## src/rtl/mem_bus_arbiter.sv

```systemverilog
// Two-port memory bus arbiter: instruction fetch (port 0) and load/store (port 1)
// share one memory through a registered IDLE -> ACCESS -> DONE handshake with timeout.
module mem_bus_arbiter #(
   parameter int ADDR_WIDTH     = 32,
   parameter int DATA_WIDTH     = 32,
   parameter int TIMEOUT_CYCLES = 16,
   parameter int FIXED_PRIORITY = 0
) (
   input  logic                  clk,
   input  logic                  reset,
   input  logic                  p0_req,
   input  logic                  p0_write,
   input  logic [ADDR_WIDTH-1:0] p0_addr,
   input  logic [DATA_WIDTH-1:0] p0_wdata,
   output logic [DATA_WIDTH-1:0] p0_rdata,
   output logic                  p0_ack,
   output logic                  p0_err,
   input  logic                  p1_req,
   input  logic                  p1_write,
   input  logic [ADDR_WIDTH-1:0] p1_addr,
   input  logic [DATA_WIDTH-1:0] p1_wdata,
   output logic [DATA_WIDTH-1:0] p1_rdata,
   output logic                  p1_ack,
   output logic                  p1_err,
   output logic [ADDR_WIDTH-1:0] mem_address,
   output logic [DATA_WIDTH-1:0] mem_data_out,
   input  logic [DATA_WIDTH-1:0] mem_data_in,
   output logic                  mem_read,
   output logic                  mem_write,
   input  logic                  mem_ready,
   output logic                  busy,
   output logic                  grant_id
);

   typedef enum logic [1:0] {IDLE, ACCESS, DONE} state_t;

   localparam logic [7:0] LAST_COUNT = 8'(TIMEOUT_CYCLES - 1);

   state_t                state_q, state_d;
   logic [7:0]            count_q, count_d;
   logic                  ptr_q, ptr_d;
   logic                  grant_q, grant_d;
   logic                  mem_read_q, mem_read_d;
   logic                  mem_write_q, mem_write_d;
   logic                  busy_q, busy_d;
   logic [ADDR_WIDTH-1:0] addr_q, addr_d;
   logic [DATA_WIDTH-1:0] dout_q, dout_d;
   logic [DATA_WIDTH-1:0] p0_rdata_q, p0_rdata_d;
   logic [DATA_WIDTH-1:0] p1_rdata_q, p1_rdata_d;
   logic                  p0_ack_q, p0_ack_d, p0_err_q, p0_err_d;
   logic                  p1_ack_q, p1_ack_d, p1_err_q, p1_err_d;
   logic                  pick;
   logic                  pick_write;

   always_comb begin
      state_d     = state_q;
      count_d     = count_q;
      ptr_d       = ptr_q;
      grant_d     = grant_q;
      mem_read_d  = mem_read_q;
      mem_write_d = mem_write_q;
      busy_d      = busy_q;
      addr_d      = addr_q;
      dout_d      = dout_q;
      p0_rdata_d  = p0_rdata_q;
      p1_rdata_d  = p1_rdata_q;
      p0_ack_d    = 1'b0;
      p0_err_d    = 1'b0;
      p1_ack_d    = 1'b0;
      p1_err_d    = 1'b0;
      pick        = 1'b0;
      pick_write  = 1'b0;

      case (state_q)
         IDLE: begin
            if (p0_req || p1_req) begin
               // Contention goes to port 1 in fixed mode, otherwise to the pointer port
               if (p0_req && p1_req)
                  pick = (FIXED_PRIORITY != 0) ? 1'b1 : ptr_q;
               else
                  pick = p1_req;
               pick_write  = pick ? p1_write : p0_write;
               grant_d     = pick;
               addr_d      = pick ? p1_addr : p0_addr;
               dout_d      = pick ? p1_wdata : p0_wdata;
               mem_write_d = pick_write;
               mem_read_d  = !pick_write;
               count_d     = 8'd0;
               busy_d      = 1'b1;
               state_d     = ACCESS;
            end
         end
         ACCESS: begin
            if (mem_ready) begin
               if (mem_read_q) begin
                  if (grant_q) p1_rdata_d = mem_data_in;
                  else         p0_rdata_d = mem_data_in;
               end
               p0_ack_d    = !grant_q;
               p1_ack_d    = grant_q;
               mem_read_d  = 1'b0;
               mem_write_d = 1'b0;
               state_d     = DONE;
            end else if (count_q == LAST_COUNT) begin
               p0_err_d    = !grant_q;
               p1_err_d    = grant_q;
               mem_read_d  = 1'b0;
               mem_write_d = 1'b0;
               state_d     = DONE;
            end else begin
               count_d = count_q + 8'd1;
            end
         end
         DONE: begin
            ptr_d   = !grant_q;
            busy_d  = 1'b0;
            state_d = IDLE;
         end
         default: begin
            state_d = IDLE;
         end
      endcase
   end

   always_ff @(posedge clk) begin
      if (reset) begin
         state_q     <= IDLE;
         count_q     <= 8'd0;
         ptr_q       <= 1'b0;
         grant_q     <= 1'b0;
         mem_read_q  <= 1'b0;
         mem_write_q <= 1'b0;
         busy_q      <= 1'b0;
         addr_q      <= '0;
         dout_q      <= '0;
         p0_rdata_q  <= '0;
         p1_rdata_q  <= '0;
         p0_ack_q    <= 1'b0;
         p0_err_q    <= 1'b0;
         p1_ack_q    <= 1'b0;
         p1_err_q    <= 1'b0;
      end else begin
         state_q     <= state_d;
         count_q     <= count_d;
         ptr_q       <= ptr_d;
         grant_q     <= grant_d;
         mem_read_q  <= mem_read_d;
         mem_write_q <= mem_write_d;
         busy_q      <= busy_d;
         addr_q      <= addr_d;
         dout_q      <= dout_d;
         p0_rdata_q  <= p0_rdata_d;
         p1_rdata_q  <= p1_rdata_d;
         p0_ack_q    <= p0_ack_d;
         p0_err_q    <= p0_err_d;
         p1_ack_q    <= p1_ack_d;
         p1_err_q    <= p1_err_d;
      end
   end

   assign p0_rdata     = p0_rdata_q;
   assign p0_ack       = p0_ack_q;
   assign p0_err       = p0_err_q;
   assign p1_rdata     = p1_rdata_q;
   assign p1_ack       = p1_ack_q;
   assign p1_err       = p1_err_q;
   assign mem_address  = addr_q;
   assign mem_data_out = dout_q;
   assign mem_read     = mem_read_q;
   assign mem_write    = mem_write_q;
   assign busy         = busy_q;
   assign grant_id     = grant_q;

endmodule
```

## config.mk

```make
export PLATFORM = sky130hd
export DESIGN_NAME = mem_bus_arbiter
export DESIGN_NICKNAME = d
export VERILOG_FILES = /design/src/rtl/mem_bus_arbiter.sv
export SDC_FILE = /design/constraint.sdc
export NUM_CORES = 1
export LEC_CHECK = 0
export CELL_PAD_IN_SITES_DETAIL_PLACEMENT = 0
export CELL_PAD_IN_SITES_GLOBAL_PLACEMENT = 1
export CORE_MARGIN = 10
export CORE_UTILIZATION = 43
export CTS_CLUSTER_DIAMETER = 80
export DETAILED_ROUTE_END_ITERATION = 12
export DONT_BUFFER_PORTS = 1
export PLACE_DENSITY = 0.73
export SLEW_MARGIN = 20
export SYNTH_ARGS = -nofsm -noshare
export SYNTH_HDL_FRONTEND = slang
export SYNTH_SLANG_ARGS = --single-unit
```

## constraint.sdc

```tcl
create_clock -name clk -period 1.87 [get_ports clk]
set_input_delay 0.374 -clock clk [delete_from_list [all_inputs] [get_ports clk]]
set_output_delay 0.374 -clock clk [all_outputs]
set_load 0.02 [all_outputs]
```

==> metrics.yaml, run 1 <==
swShare_pct: 26.4
worst_ep_arrival_time_ps: 2010
critical_path_class: "reg2reg"
clock_latency_ps: 410
r2r_cells: 5
crit_fanout: 32
drt_pass1_iterations: 4
regToRegSetupSlack_ps: 200
die_y_um: 137
timing.rr.end: "p0_rdata[25]$_SDFFE_PP0P_"
startpoint: "state_q[0]$_SDFFE_PP0P_"
route.vias.total: 4662
dp_cells: 809
io_pins: 303
worst-path-stages: 5
clk_pin_slew_ps: 60
ctsResizeCount: 0
fin_setup_tns_ps: 0
cp-end-kind: "flip-flop"
hold_depth: 1
status: "completed"
ir_drop_mv: 0.568
drive_above_1_share_pct: 8.13
core.rowCount: 42
vias_per_cell: 5.55
setup_viol: 0
fin_crit_sh_pct: 89.2
core_sq_um: 13300
grt_use_total_pct: 18.3
place.gp.congestion: 0.825
worst_setup_path_start_kind: "flip-flop"
dp_hpwl_mm: 14.0
reg2reg_from: "state_q[0]$_SDFFE_PP0P_"
ant_nets: 0
cts_inserted_buffers: 17
crit_chain: "and2b_1, and4_1, buf_4, nand2_1, a21oi_1"
num-fill-cells: 1272
drv_cap: 0
nets: 820
n_antenna_cell: 0
dieArea_sq_um: 18900
grt_pass1_vias: 4518
h-tree-depth: 4
antenna_found_initial: 0
hold_path_class: "in2reg"
rsz0062_at_grt: "no"
start_util_pct: 44.4
crit_family: "simple AND/OR/NAND/NOR gates"
ys.warnings.count: 0
period_needed_ps: 1670
drt-total-wl_mm: 18.2
ys_types: 40
slew_viol_final: 0
switchingPower_uw: 2020
port_buffers: 0
seqPwrFrac_pct: 48.3
avgRoutedWirePerCell_um: 21.7
hold_buffers: 0
post-place-ws_ps: 195
cts_sinks: 147
avgSynthCellArea_sq_um: 8.86
drt_iter0_drc: 228
crit_path_max_incr_delay_ps: 470
fin_cells: 840
cp-endpoint: "p0_rdata[25]$_SDFFE_PP0P_"
path_buf_inv: 1
drc: 0
crit_slowest_cell: "dfxtp_1"
cts_tree: "built"
syn_to_final_growth_pct: 12.5
maxSlewHeadroom_pct: 63.5
cp.required_ps: 2210
ys_seq_area_share_pct: 49.6
cts_buffer_depth: 2
p_leak_uw: 0.00261
syn_area_sq_um: 5930
grt_start_max_net_pins: 137
p_clk_share_pct: 43.6
clock-root-buffer: "clkbuf_16"
grt_overflow: 0
hold_viol_final: 0
final_cell_mix: "147 x dfxtp_1, 135 x nand2_1, 73 x nor2_1"
fmax_mhz: 599
skew_ps: 6.19
tightestPinTransition_ps: 543
p_per_area_nw_per_um2: 1150
ys_ff_latch: 147
syn-num-nets: 837
pwr-share-comb_pct: 8.1
setup_slack_ps: 202
layout_commonest_cell: "dfxtp_1"
chipWidth_um: 137
grt_pass1_wl_mm: 26.7
p_int_uw: 5640
syn_inst: 669
power.total_uw: 7660
cts_setup_buffers: 0
[metal layers]
layer | up-vias | GRT usage [%] | part of all wire (%) | wire length, um
li1 | 2300 | - | - | -
met1 | 2111 | 19.1 | 35 | 6460
met2 | 229 | 30.1 | 49 | 8970
met3 | 22 | 10.4 | 14 | 2470
met4 | 0 | 6.50 | 1.6 | 297
met5 | - | 0 | 0 | 0
[flip-flops by register name, summed over array words and instances (netlist names), 2 cells and up]
register / flops
mem_address: 32
mem_data_out: 32
p0_rdata: 32
p1_rdata: 32
count_q: 8
state_q: 2
[how the worst min path moves through the flow]
stage / from / endpoint
detailed placement: reset / p0_rdata[5]$_SDFFE_PP0P_
global placement: reset / p1_rdata[4]$_SDFFE_PP0P_
CTS: reset / p1_rdata[4]$_SDFFE_PP0P_
global route: reset / p1_rdata[4]$_SDFFE_PP0P_
floorplan: ptr_q$_SDFFE_PP0P_ / ptr_q$_SDFFE_PP0P_
finish: reset / p1_rdata[4]$_SDFFE_PP0P_
[synth_stat cells, drive strengths merged]
cell type	n	area, sq um
dfxtp	147	2940
nand2	136	513
nor2	73	274
a21oi	70	350
a211oi	65	488
mux2i	65	651
buf	28	176
clkbuf	24	90.1
nand3	8	52.6
o21ai	8	51.3
a31oi	6	37.5
inv	6	22.5
nor3	5	30.0
and3	3	18.8
nand4	3	18.8
and4	2	17.5
nand2b	2	12.5
nor3b	2	15.0
o21a	2	15.0
a21bo	1	10.0
a21o	1	7.51
a31o	1	8.76
a32oi	1	8.76
a41oi	1	8.76
and2b	1	7.51
ha	1	12.5
nor2b	1	6.26
nor4	1	6.26
nor4b	1	23.8
o211a	1	10.0
o211ai	1	21.3
o31a	1	8.76
or4	1	11.3
[cell families after synthesis]
logic type / count (synthesis) / share of synthesized area [%]
AOI/OAI and AO/OA: 159 / 17.3
adders and majority gates: 1 / 0.211
buffers and inverters: 58 / 4.88
DFF: 147 / 49.6
muxes: 65 / 11.0
and+or+nand+nor: 239 / 17.0
[per-stage QoR]
step / hold WS, ps / area, sq um / util (%)
2_1_floorplan: 446 / 5930 / -
3_3_place_gp: 459 / 6090 / 45.6
3_5_place_dp: 459 / 6090 / 45.6
4_1_cts: 12.5 / 6670 / 50.0
5_1_grt: 5.19 / 6670 / 50.0
6_report: 32.3 / 6670 / 50.0
[power groups by stage]
| stage | combinational [uW] | clock, uW | sequential [uW] |
|---|---|---|---|
| 2_1_floorplan | 532 | 0 | 3700 |
| 6_report | 617 | 3340 | 3700 |
| 4_1_cts | 624 | 3420 | 3710 |
| 5_1_grt | 692 | 3560 | 3730 |
| 3_5_place_dp | 625 | 0 | 3780 |
| 3_3_place_gp | 604 | 0 | 3780 |
[cell type report]
class / count / area, sq um / share of cell area [%]
timing repair buffer: 16 / 195 / 2.93
clock buffer: 20 / 457 / 6.85
inverter: 6 / 22.5 / 0.338
clock inverter: 11 / 126 / 1.89
sequential: 147 / 2940 / 44.1
multi-input combinational: 464 / 2710 / 40.6
tap: 176 / 220 / 3.30
Power figures use the tool's default switching activity.
==> run 2: changes to the inputs <==
ABC_AREA = 1   (was not set)
PLACE_DENSITY = 0.75   (was 0.73)
clock period = 1.9 ns   (was 1.87 ns; I/O delays follow)
==> metrics.yaml, run 2 <==
worst_setup_path_start_kind: "flip-flop"
syn_area_sq_um: 6460
vias_per_cell: 5.22
ctsResizeCount: 0
maxSlewHeadroom_pct: 63.1
die_y_um: 143
period_needed_ps: 1610
cp.required_ps: 2220
grt_pass1_vias: 5188
route.vias.total: 5380
seqPwrFrac_pct: 47.3
hold_buffers: 0
synth_edf_count: 0
cts_tree: "built"
drt_iter0_drc: 301
final_cell_mix: "174 x nand2_1, 148 x nor2_1, 147 x dfxtp_1"
port_buffers: 0
syn_inst: 849
setup_slack_ps: 294
synthArstFlopShare_pct: 0
layout_commonest_cell: "nand2_1"
synthFlopType: "dfxtp_1"
n_antenna_cell: 0
avgSynthCellArea_sq_um: 7.61
ant_nets: 0
cts_buffer_depth: 2
worst_ep_arrival_time_ps: 1920
drt_pass1_iterations: 5
tightestPinTransition_ps: 552
cts_inserted_buffers: 17
grt_start_max_net_pins: 64
crit_chain: "ha_1, nand2_1, nor2_1, nand4_1, nand2_1, nand2_1, nand2_1, inv_1"
clk_pin_slew_ps: 60
synth_largest_area_cell: "dfxtp_1"
status: "completed"
clock-root-buffer: "clkbuf_16"
p_clk_share_pct: 40.7
swShare_pct: 29.8
p_per_area_nw_per_um2: 1130
setup_viol: 0
ys_types: 31
cts_setup_buffers: 0
hold_path_class: "in2reg"
crit_fanout: 7
p_int_uw: 5640
syn_to_final_growth_pct: 10.1
p_leak_uw: 0.00326
yosysMostFrequentCell: "nand2_1"
synthTopCellsByCount: "175 x nand2_1, 148 x nor2_1, 147 x dfxtp_1, 88 x inv_1, 62 x nand3_1"
ys_ff_latch: 147
pwr-share-comb_pct: 12.0
drive_above_1_share_pct: 11.9
syn-num-nets: 1017
crit_top_cell: "nand2_1"
slew_viol_final: 0
switchingPower_uw: 2390
fin_crit_sh_pct: 84.5
post-place-ws_ps: 355
antenna_found_initial: 0
clock_latency_ps: 420
core_sq_um: 14600
num-fill-cells: 1447
crit_path_max_incr_delay_ps: 370
grt_use_total_pct: 17.9
synth_area_leaders: "dfxtp_1 46%, nand2_1 10%, nor2_1 8.6%"
grt_pass1_wl_mm: 28.9
power.total_uw: 8020
dieArea_sq_um: 20300
fmax_mhz: 623
skew_ps: 11.4
io_pins: 303
cts_sinks: 147
core.rowCount: 44
cp-end-kind: "flip-flop"
drv_cap: 0
ys.warnings.count: 0
crit_slowest_cell: "dfxtp_1"
rsz0062_at_grt: "no"
hold_viol_final: 0
fin_setup_tns_ps: 0
ys_seq_area_share_pct: 45.5
start_util_pct: 44.1
drc: 0
synth_top_area_share_pct: 45.5
chipWidth_um: 143
ir_drop_mv: 0.604
grt_overflow: 0
avgRoutedWirePerCell_um: 18.4
dp_hpwl_mm: 14.9
drt-total-wl_mm: 19.0
nets: 1002
h-tree-depth: 4
place.gp.congestion: 0.829
critical_path_class: "reg2reg"
## run 2: changes by cell type in the layout (fill, tap and decap cells not counted), moves of 46 or more
cell and delta:
inv_1 +81, nor2_1 +75, a211oi_1 -65, mux2i_1 -65, a21oi_1 -63, nand3_1 +55, o21ai_0 +52, o211ai_1 +46
## run 2: critical path: cells and delay by family (launching register included)
kind | cells | cell delay (ps)
flops | 1 | 370
buf+inv | 1 | 40
fa+ha+maj | 1 | 220
simple gates | 6 | 880
## run 2: layout make-up
class	count	area [sq um]	share of cell area, %
clock buffers	18	429	6.03
flip-flops and latches	147	2940	41.4
clock inverters	13	150	2.11
multi-input cells	554	2780	39.0
inverters	93	353	4.96
repair buffers	21	233	3.27
well taps	184	230	3.23
## run 2: per-stage QoR
| stage | std cells | area [sq um] | hold WS (ps) | utilization (%) |
|---|---|---|---|---|
| floorplan | 849 | 6460 | 491 | - |
| global placement | 999 | 6540 | 452 | 44.6 |
| detailed placement | 999 | 6540 | 455 | 44.6 |
| CTS | 1030 | 7120 | 1.43 | 48.6 |
| global route | 1030 | 7120 | 7.77 | 48.6 |
| finish | 1030 | 7120 | 23.5 | 48.6 |
## run 2: worst paths after layout
path | end | depth (start not counted) | slack [ps] | start
worst max-delay path | count_q[5]$_SDFFE_PP0P_ | 8 | 290 | count_q[1]$_SDFFE_PP0P_
worst min-delay path | grant_id$_SDFFE_PP0P_ | 1 | 20 | reset
worst max register to register | count_q[5]$_SDFFE_PP0P_ | 8 | 290 | count_q[1]$_SDFFE_PP0P_
worst min register to register | p0_err$_SDFF_PP0_ | 1 | 520 | grant_id$_SDFFE_PP0P_
## run 2: kinds of logic after synthesis
kind of cell               Yosys count  synth area share [%]
DFF                                147                  45.5
adders and majority gates            1                 0.194
and+or+nand+nor                    411                  27.6
AOI/OAI and AO/OA                  142                  15.2
buffers and inverters              148                  11.5
## run 2: power by group through the flow
stage                     registers, uW  clock network (uW)  logic, uW
after global routing               3820                3480       1100
after CTS                          3810                3360        975
after global placement             3870                   0        938
after detailed placement           3870                   0        972
final                              3790                3260        964
after floorplan                    3780                   0        838
## run 2: metal layers
layer / global-route usage [%] / share of wire, %
met5: 0 / 0
met4: 6.73 / 1.7
met3: 7.56 / 11
met2: 31.1 / 50
met1: 19.0 / 37
==> patch 1: new RTL, flow settings as in run 2 <==
`addr_q`, `dout_q`, `p0_rdata_q` and `p1_rdata_q` no longer have a reset.
--- a/src/rtl/mem_bus_arbiter.sv
+++ b/src/rtl/mem_bus_arbiter.sv
@@ -132,8 +132,4 @@
          mem_write_q <= 1'b0;
          busy_q      <= 1'b0;
-         addr_q      <= '0;
-         dout_q      <= '0;
-         p0_rdata_q  <= '0;
-         p1_rdata_q  <= '0;
          p0_ack_q    <= 1'b0;
          p0_err_q    <= 1'b0;
@@ -148,8 +144,4 @@
          mem_write_q <= mem_write_d;
          busy_q      <= busy_d;
-         addr_q      <= addr_d;
-         dout_q      <= dout_d;
-         p0_rdata_q  <= p0_rdata_d;
-         p1_rdata_q  <= p1_rdata_d;
          p0_ack_q    <= p0_ack_d;
          p0_err_q    <= p0_err_d;
@@ -157,4 +149,11 @@
          p1_err_q    <= p1_err_d;
       end
+   end
+
+   always_ff @(posedge clk) begin
+      addr_q     <= addr_d;
+      dout_q     <= dout_d;
+      p0_rdata_q <= p0_rdata_d;
+      p1_rdata_q <= p1_rdata_d;
    end
 
Formal check against the unedited RTL: not equivalent (Yosys sat finds a counterexample within 4 cycles, from zero or initial values and one cycle with reset high).
==> patch 1 against run 2 <==
  * Cell count is 35% lower
  * Non-clock buffer count is 15 lower
  * First-iteration DRC count decreased by 29%
  * Synthesized area decreased by 13%
  * Wire length shrank 20%
  * Power is 0.43% higher
  * Core utilization increased by 2.7 points
  * Final area down 8.4%
  * Worst setup slack improved by 95 ps
  * Clock skew down 2.1 ps
  * Sequential cell count did not move
==> patch 1: results (changes against run 2) <==
| Metric | Value |
|---|---|
| Status | finished, final reports clean (unchanged) |
| Worst rel slew slack | 76.8% (was 63.1%) |
| Final Non-Filler Cells | 673 (was 1,030) |
| Placed Cells | 641 (was 999) |
| Slowest-stage cell, CP | dfxtp_2 (was dfxtp_1) |
| Share of layout cells above drive strength 1 | 11.4% (was 11.9%) |
| Total CTS buffers | 17 (unchanged) |
| GRT met2 Usage | 29.1% (was 31.1%) |
| Commonest cells post-synth | nand2_1, edfxtp_1, inv_1 (was nand2_1, nor2_1, dfxtp_1) |
| NumNets Final | 656 (was 1,002) |
| Top FF cell, synth | edfxtp_1 (was dfxtp_1) |
| Met1 Use GR | 15.7% (was 19.0%) |
| Via density per instance | 5.11 (was 5.22) |
| First-pass GRT wire length | 21,900 um (was 28,900 um) |
| GR Util All Layers | 16.3% (was 17.9%) |
| DR pass1 iterations | 5 (unchanged) |
| Skew-Pair Late Insertion Delay | 420 ps (about the same) |
| Sequential area share after synthesis | 75.0% (was 45.5%) |
| Net Count, Synth | 646 (was 1,017) |
| CP arrival | 1590 ps (was 1920 ps) |
| Vias in the first global route | 3,559 (was 5,188) |
| CP top delay family | buffers and inverters (was simple AND/OR/NAND/NOR gates) |
| Count of cell types in the netlist | 23 (was 31) |
| Ranking of synthesized cells by area | edfxtp_1, nand2_1, dfxtp_1 (was dfxtp_1, nand2_1, nor2_1) |
| DP HPWL | 11,900 um (was 14,900 um) |
| Max VDD drop | 0.435 mV (was 0.604 mV) |
| Met3 usage | 7.88% (was 7.56%) |
| Leakage power | 2.57 nW (was 3.26 nW) |
| Filler cells | 1,125 (was 1,447) |
| RePlAce Congestion | 0.845 (was 0.829) |
| Largest net degree at the start of global routing | 66 (was 64) |
| Starting DRC count in detailed routing | 215 (was 301) |
| Critical-path maximum fanout | 64 (was 7) |
| EDFF count, synth | 128 (was 0) |
| Clk_skew | 9.27 ps (was 11.4 ps) |
| Mapped Avg Cell Area | 11.8 um2 (was 7.61 um2) |
| Power per cell area | 1240 nW/um2 (was 1130 nW/um2) |
| Placed Area | 5910 um2 (was 6540 um2) |
| Clk buf depth | 2 (unchanged) |
| Final wirelength | 15,200 um (was 19,000 um) |
| Ys Warns | 0 (unchanged) |
patch 1: cell count changes after synthesis, moves of 12 or more:
cell,change
nor2_1,-133
dfxtp_1,-128
edfxtp_1,+128
inv_1,-65
nand2_1,+50
o21ai_0,-50
nand3_1,-46
o211ai_1,-46
o211ai_2,-18
buf_6,-17
nand3_2,-15
o21ai_1,-12
patch 1: stage by stage:
stage,worst slack (ps),setup TNS (ps),power [W],hold WS [ps]
2_1_floorplan,-115,-7360,0.00456,479
3_3_place_gp,415,0,0.00475,452
3_5_place_dp,406,0,0.00477,451
4_1_cts,385,0,0.00817,3.37
5_1_grt,267,0,0.00840,8.51
6_report,389,0,0.00806,26.4
patch 1: layout make-up:
class / instances / area share, %
Sequential cell: 147 / 64.8
Multi-Input combinational cell: 292 / 19.5
Clock buffer: 19 / 6.64
Tap cell: 172 / 3.30
Clock inverter: 13 / 2.69
Timing Repair Buffer: 6 / 1.65
Inverter: 24 / 1.44
patch 1: report_power, final:
part	leakage (nW)	total (W)	internal [W]	switching, W
Combinational	0.919	0.000482	0.000146	0.000335
Sequential	1.36	0.00419	0.00381	0.000383
Clock	0.283	0.00338	0.00209	0.00129
patch 1: final timing paths:
check	start	to	slack [ps]	depth (start not counted)
min	reset	state_q[0]	30	1
min reg2reg	count_q[1]	count_q[1]	520	2
max reg2reg	state_q[0]	mem_data_out[8]	390	4
max	state_q[0]	mem_data_out[8]	390	4
patch 1: kinds of logic after synthesis:
group | count (synthesis) | share of synthesized area (%)
buf+inv | 39 | 2.89
flops | 147 | 75.0
simple gates | 273 | 19.9
compound gates | 18 | 2.00
fa+ha+maj | 1 | 0.222
patch 1: layer usage:
layer / vias up / wire length (um)
li1: 1608 / -
met1: 1620 / 4950
met2: 193 / 8320
met3: 19 / 1700
met4: 0 / 240
met5: - / 0
==> patch 2: new RTL, flow settings as in run 2 <==
Without the edit above. Set the parameter `DATA_WIDTH` to 16 (it was 32).
--- a/src/rtl/mem_bus_arbiter.sv
+++ b/src/rtl/mem_bus_arbiter.sv
@@ -3,5 +3,5 @@
 module mem_bus_arbiter #(
    parameter int ADDR_WIDTH     = 32,
-   parameter int DATA_WIDTH     = 32,
+   parameter int DATA_WIDTH     = 16,
    parameter int TIMEOUT_CYCLES = 16,
    parameter int FIXED_PRIORITY = 0
Interface: changed (6 resized); port bits go from 303 to 207. The function was not compared with the original's and may differ.
==> patch 2 against run 2 <==
  * Power fell by 42%
  * Combinational power fell by 24%
  * Worst setup slack better by 43 ps
  * Cell count shrank 30%
  * Count of clock-buffer cells in the layout down 8
  * Wire length decreased by 35%
  * Die area shrank 26%
  * Worst hold slack better by 57 ps
  * Sequential cell count is 48 lower
  * Final area is 33% lower
  * Synthesized area shrank 30%
  * Critical path type unchanged
==> patch 2: results (changes against run 2) <==
| Metric | Value |
|---|---|
| Status | finished, final reports clean (unchanged) |
| Clk_skew | 10.8 ps (was 11.4 ps) |
| Antenna violations before repair | 0 (unchanged) |
| Via Count | 3,748 (was 5,380) |
| Post-cts resize count | 0 (unchanged) |
| Setup bufs post-CTS | 0 (unchanged) |
| Filler cells | 1,063 (was 1,447) |
| Ranking of synthesized cells by area | dfxtp_1, nand2_1, o211ai_2 (was dfxtp_1, nand2_1, nor2_1) |
| Slowest-stage cell, CP | dfxtp_1 (unchanged) |
| Share of layout cells above drive strength 1 | 11.5% (was 11.9%) |
| Worst rel slew slack | 68.6% (was 63.1%) |
| CTS root buffer | clkbuf_8 (was clkbuf_16) |
| Final hold slack | 80.7 ps (was 23.5 ps) |
| GR Util All Layers | 15.6% (was 17.9%) |
| Starting DRC count in detailed routing | 205 (was 301) |
| CP arrival | 1870 ps (was 1920 ps) |
| Number of flip-flops in the largest register | 32 |
| Cells on worst reg2reg path | 7 (was 8) |
| NumNets Final | 707 (was 1,002) |
| Final wirelength | 12,400 um (was 19,000 um) |
| Top FF cell, synth | dfxtp_1 (unchanged) |
| Reg2reg setup slack | 340 ps (was 290 ps) |
| Hold path start | reset (unchanged) |
| Vias in the first global route | 3,573 (was 5,188) |
| DP HPWL | 9610 um (was 14,900 um) |
| Worst R2R Start | count_q[0] (was count_q[1]) |
| Net Count, Synth | 721 (was 1,017) |
| # H-tree levels | 3 (was 4) |
| Total CTS buffers | 9 (was 17) |
| Worst Hold Path Cells | 1 (unchanged) |
| Leakage power | 2.27 nW (was 3.26 nW) |
| DR pass1 iterations | 4 (was 5) |
| First-pass GRT wire length | 18,700 um (was 28,900 um) |
| Largest net degree at the start of global routing | 57 (was 64) |
| Skew-Pair Late Insertion Delay | 360 ps (was 420 ps) |
| Commonest cells post-synth | nand2_1, dfxtp_1, nor2_1 (was nand2_1, nor2_1, dfxtp_1) |
| Worst r2r dst | count_q[6] (was count_q[5]) |
| Max VDD drop | 0.384 mV (was 0.604 mV) |
| Worst Hold Endpoint | busy (was grant_id) |
| RePlAce Congestion | 0.835 (was 0.829) |
| Clock slew at reported path FFs | 90 ps (was 60 ps) |
| Count of cell types in the netlist | 28 (was 31) |
| Slowest cell delay on critical path | 370 ps (about the same) |
| CP top delay family | simple AND/OR/NAND/NOR gates (unchanged) |
| Sequential area share after synthesis | 44.0% (was 45.5%) |
[patch 2: changes by cell type after synthesis, sizes merged]
cell    change
clkbuf      -5
dfxtp      -48
o211ai     -16
nand2      -32
nor2       -66
buf        -16
nand4       -1
clkinv      +1
nand3      -15
inv        -18
o21ai      -32
[patch 2: power breakdown]
group / switching (W) / leakage (nW) / internal, W
sequential: 0.000356 / 0.813 / 0.00225
combinational: 0.000451 / 1.36 / 0.000278
clock: 0.000697 / 0.0946 / 0.000633
total: 0.00150 / 2.27 / 0.00316
[patch 2: worst register-to-register path, cell delays in order (launching register included)]
cell     delay, ps
dfxtp_1        370
ha_1           200
nand3_1        160
o21ai_2        330
nand3_1        240
nand2_1        120
nand2_1         50
inv_1           40
[patch 2: metal layers]
layer / vias up / GRT usage, % / part of all wire [%]
li1: 1893 / - / -
met1: 1704 / 17.1 / 38
met2: 139 / 26.8 / 49
met3: 12 / 6.11 / 11
met4: 0 / 5.74 / 1.4
met5: - / 0 / 0
[patch 2: worst max-delay path by stage]
stage / slack (ps) / end / from
2_1_floorplan: 600 / p0_rdata[10] / grant_id
3_3_place_gp: 380 / mem_data_out[10] / state_q[0]
3_5_place_dp: 360 / count_q[4] / count_q[0]
4_1_cts: 330 / count_q[4] / count_q[0]
5_1_grt: 110 / count_q[6] / count_q[0]
6_report: 340 / count_q[6] / count_q[0]
[patch 2: logic make-up (layout without fill, tap and decap cells)]
| logic type | after synthesis | after routing | share of synthesized area (%) |
|---|---|---|---|
| AOI/OAI and AO/OA | 94 | 94 | 16.9 |
| adders and majority gates | 1 | 1 | 0.277 |
| buffers and inverters | 110 | 99 | 11.3 |
| DFF | 99 | 99 | 44.0 |
| and+or+nand+nor | 297 | 297 | 27.6 |
[patch 2: layout make-up]
cell class                 count  area [um2]  share of cell area (%)
multi-input combinational    392        2020                    42.2
tap                          136         170                    3.55
inverter                      76         289                    6.03
timing repair buffer           9         143                    2.97
clock buffer                  10         138                    2.87
sequential                    99        1980                    41.3
clock inverter                 4        51.3                    1.07
[patch 2: through the flow]
step                      setup slack, ps  instance area [um2]  std cells  power (W)
final                                 337                 4790        726    0.00467
after global routing                  105                 4790        726    0.00494
after CTS                             325                 4790        726    0.00476
after detailed placement              364                 4610        712    0.00341
after global placement                384                 4610        712    0.00338
after floorplan                       598                 4510        601    0.00322
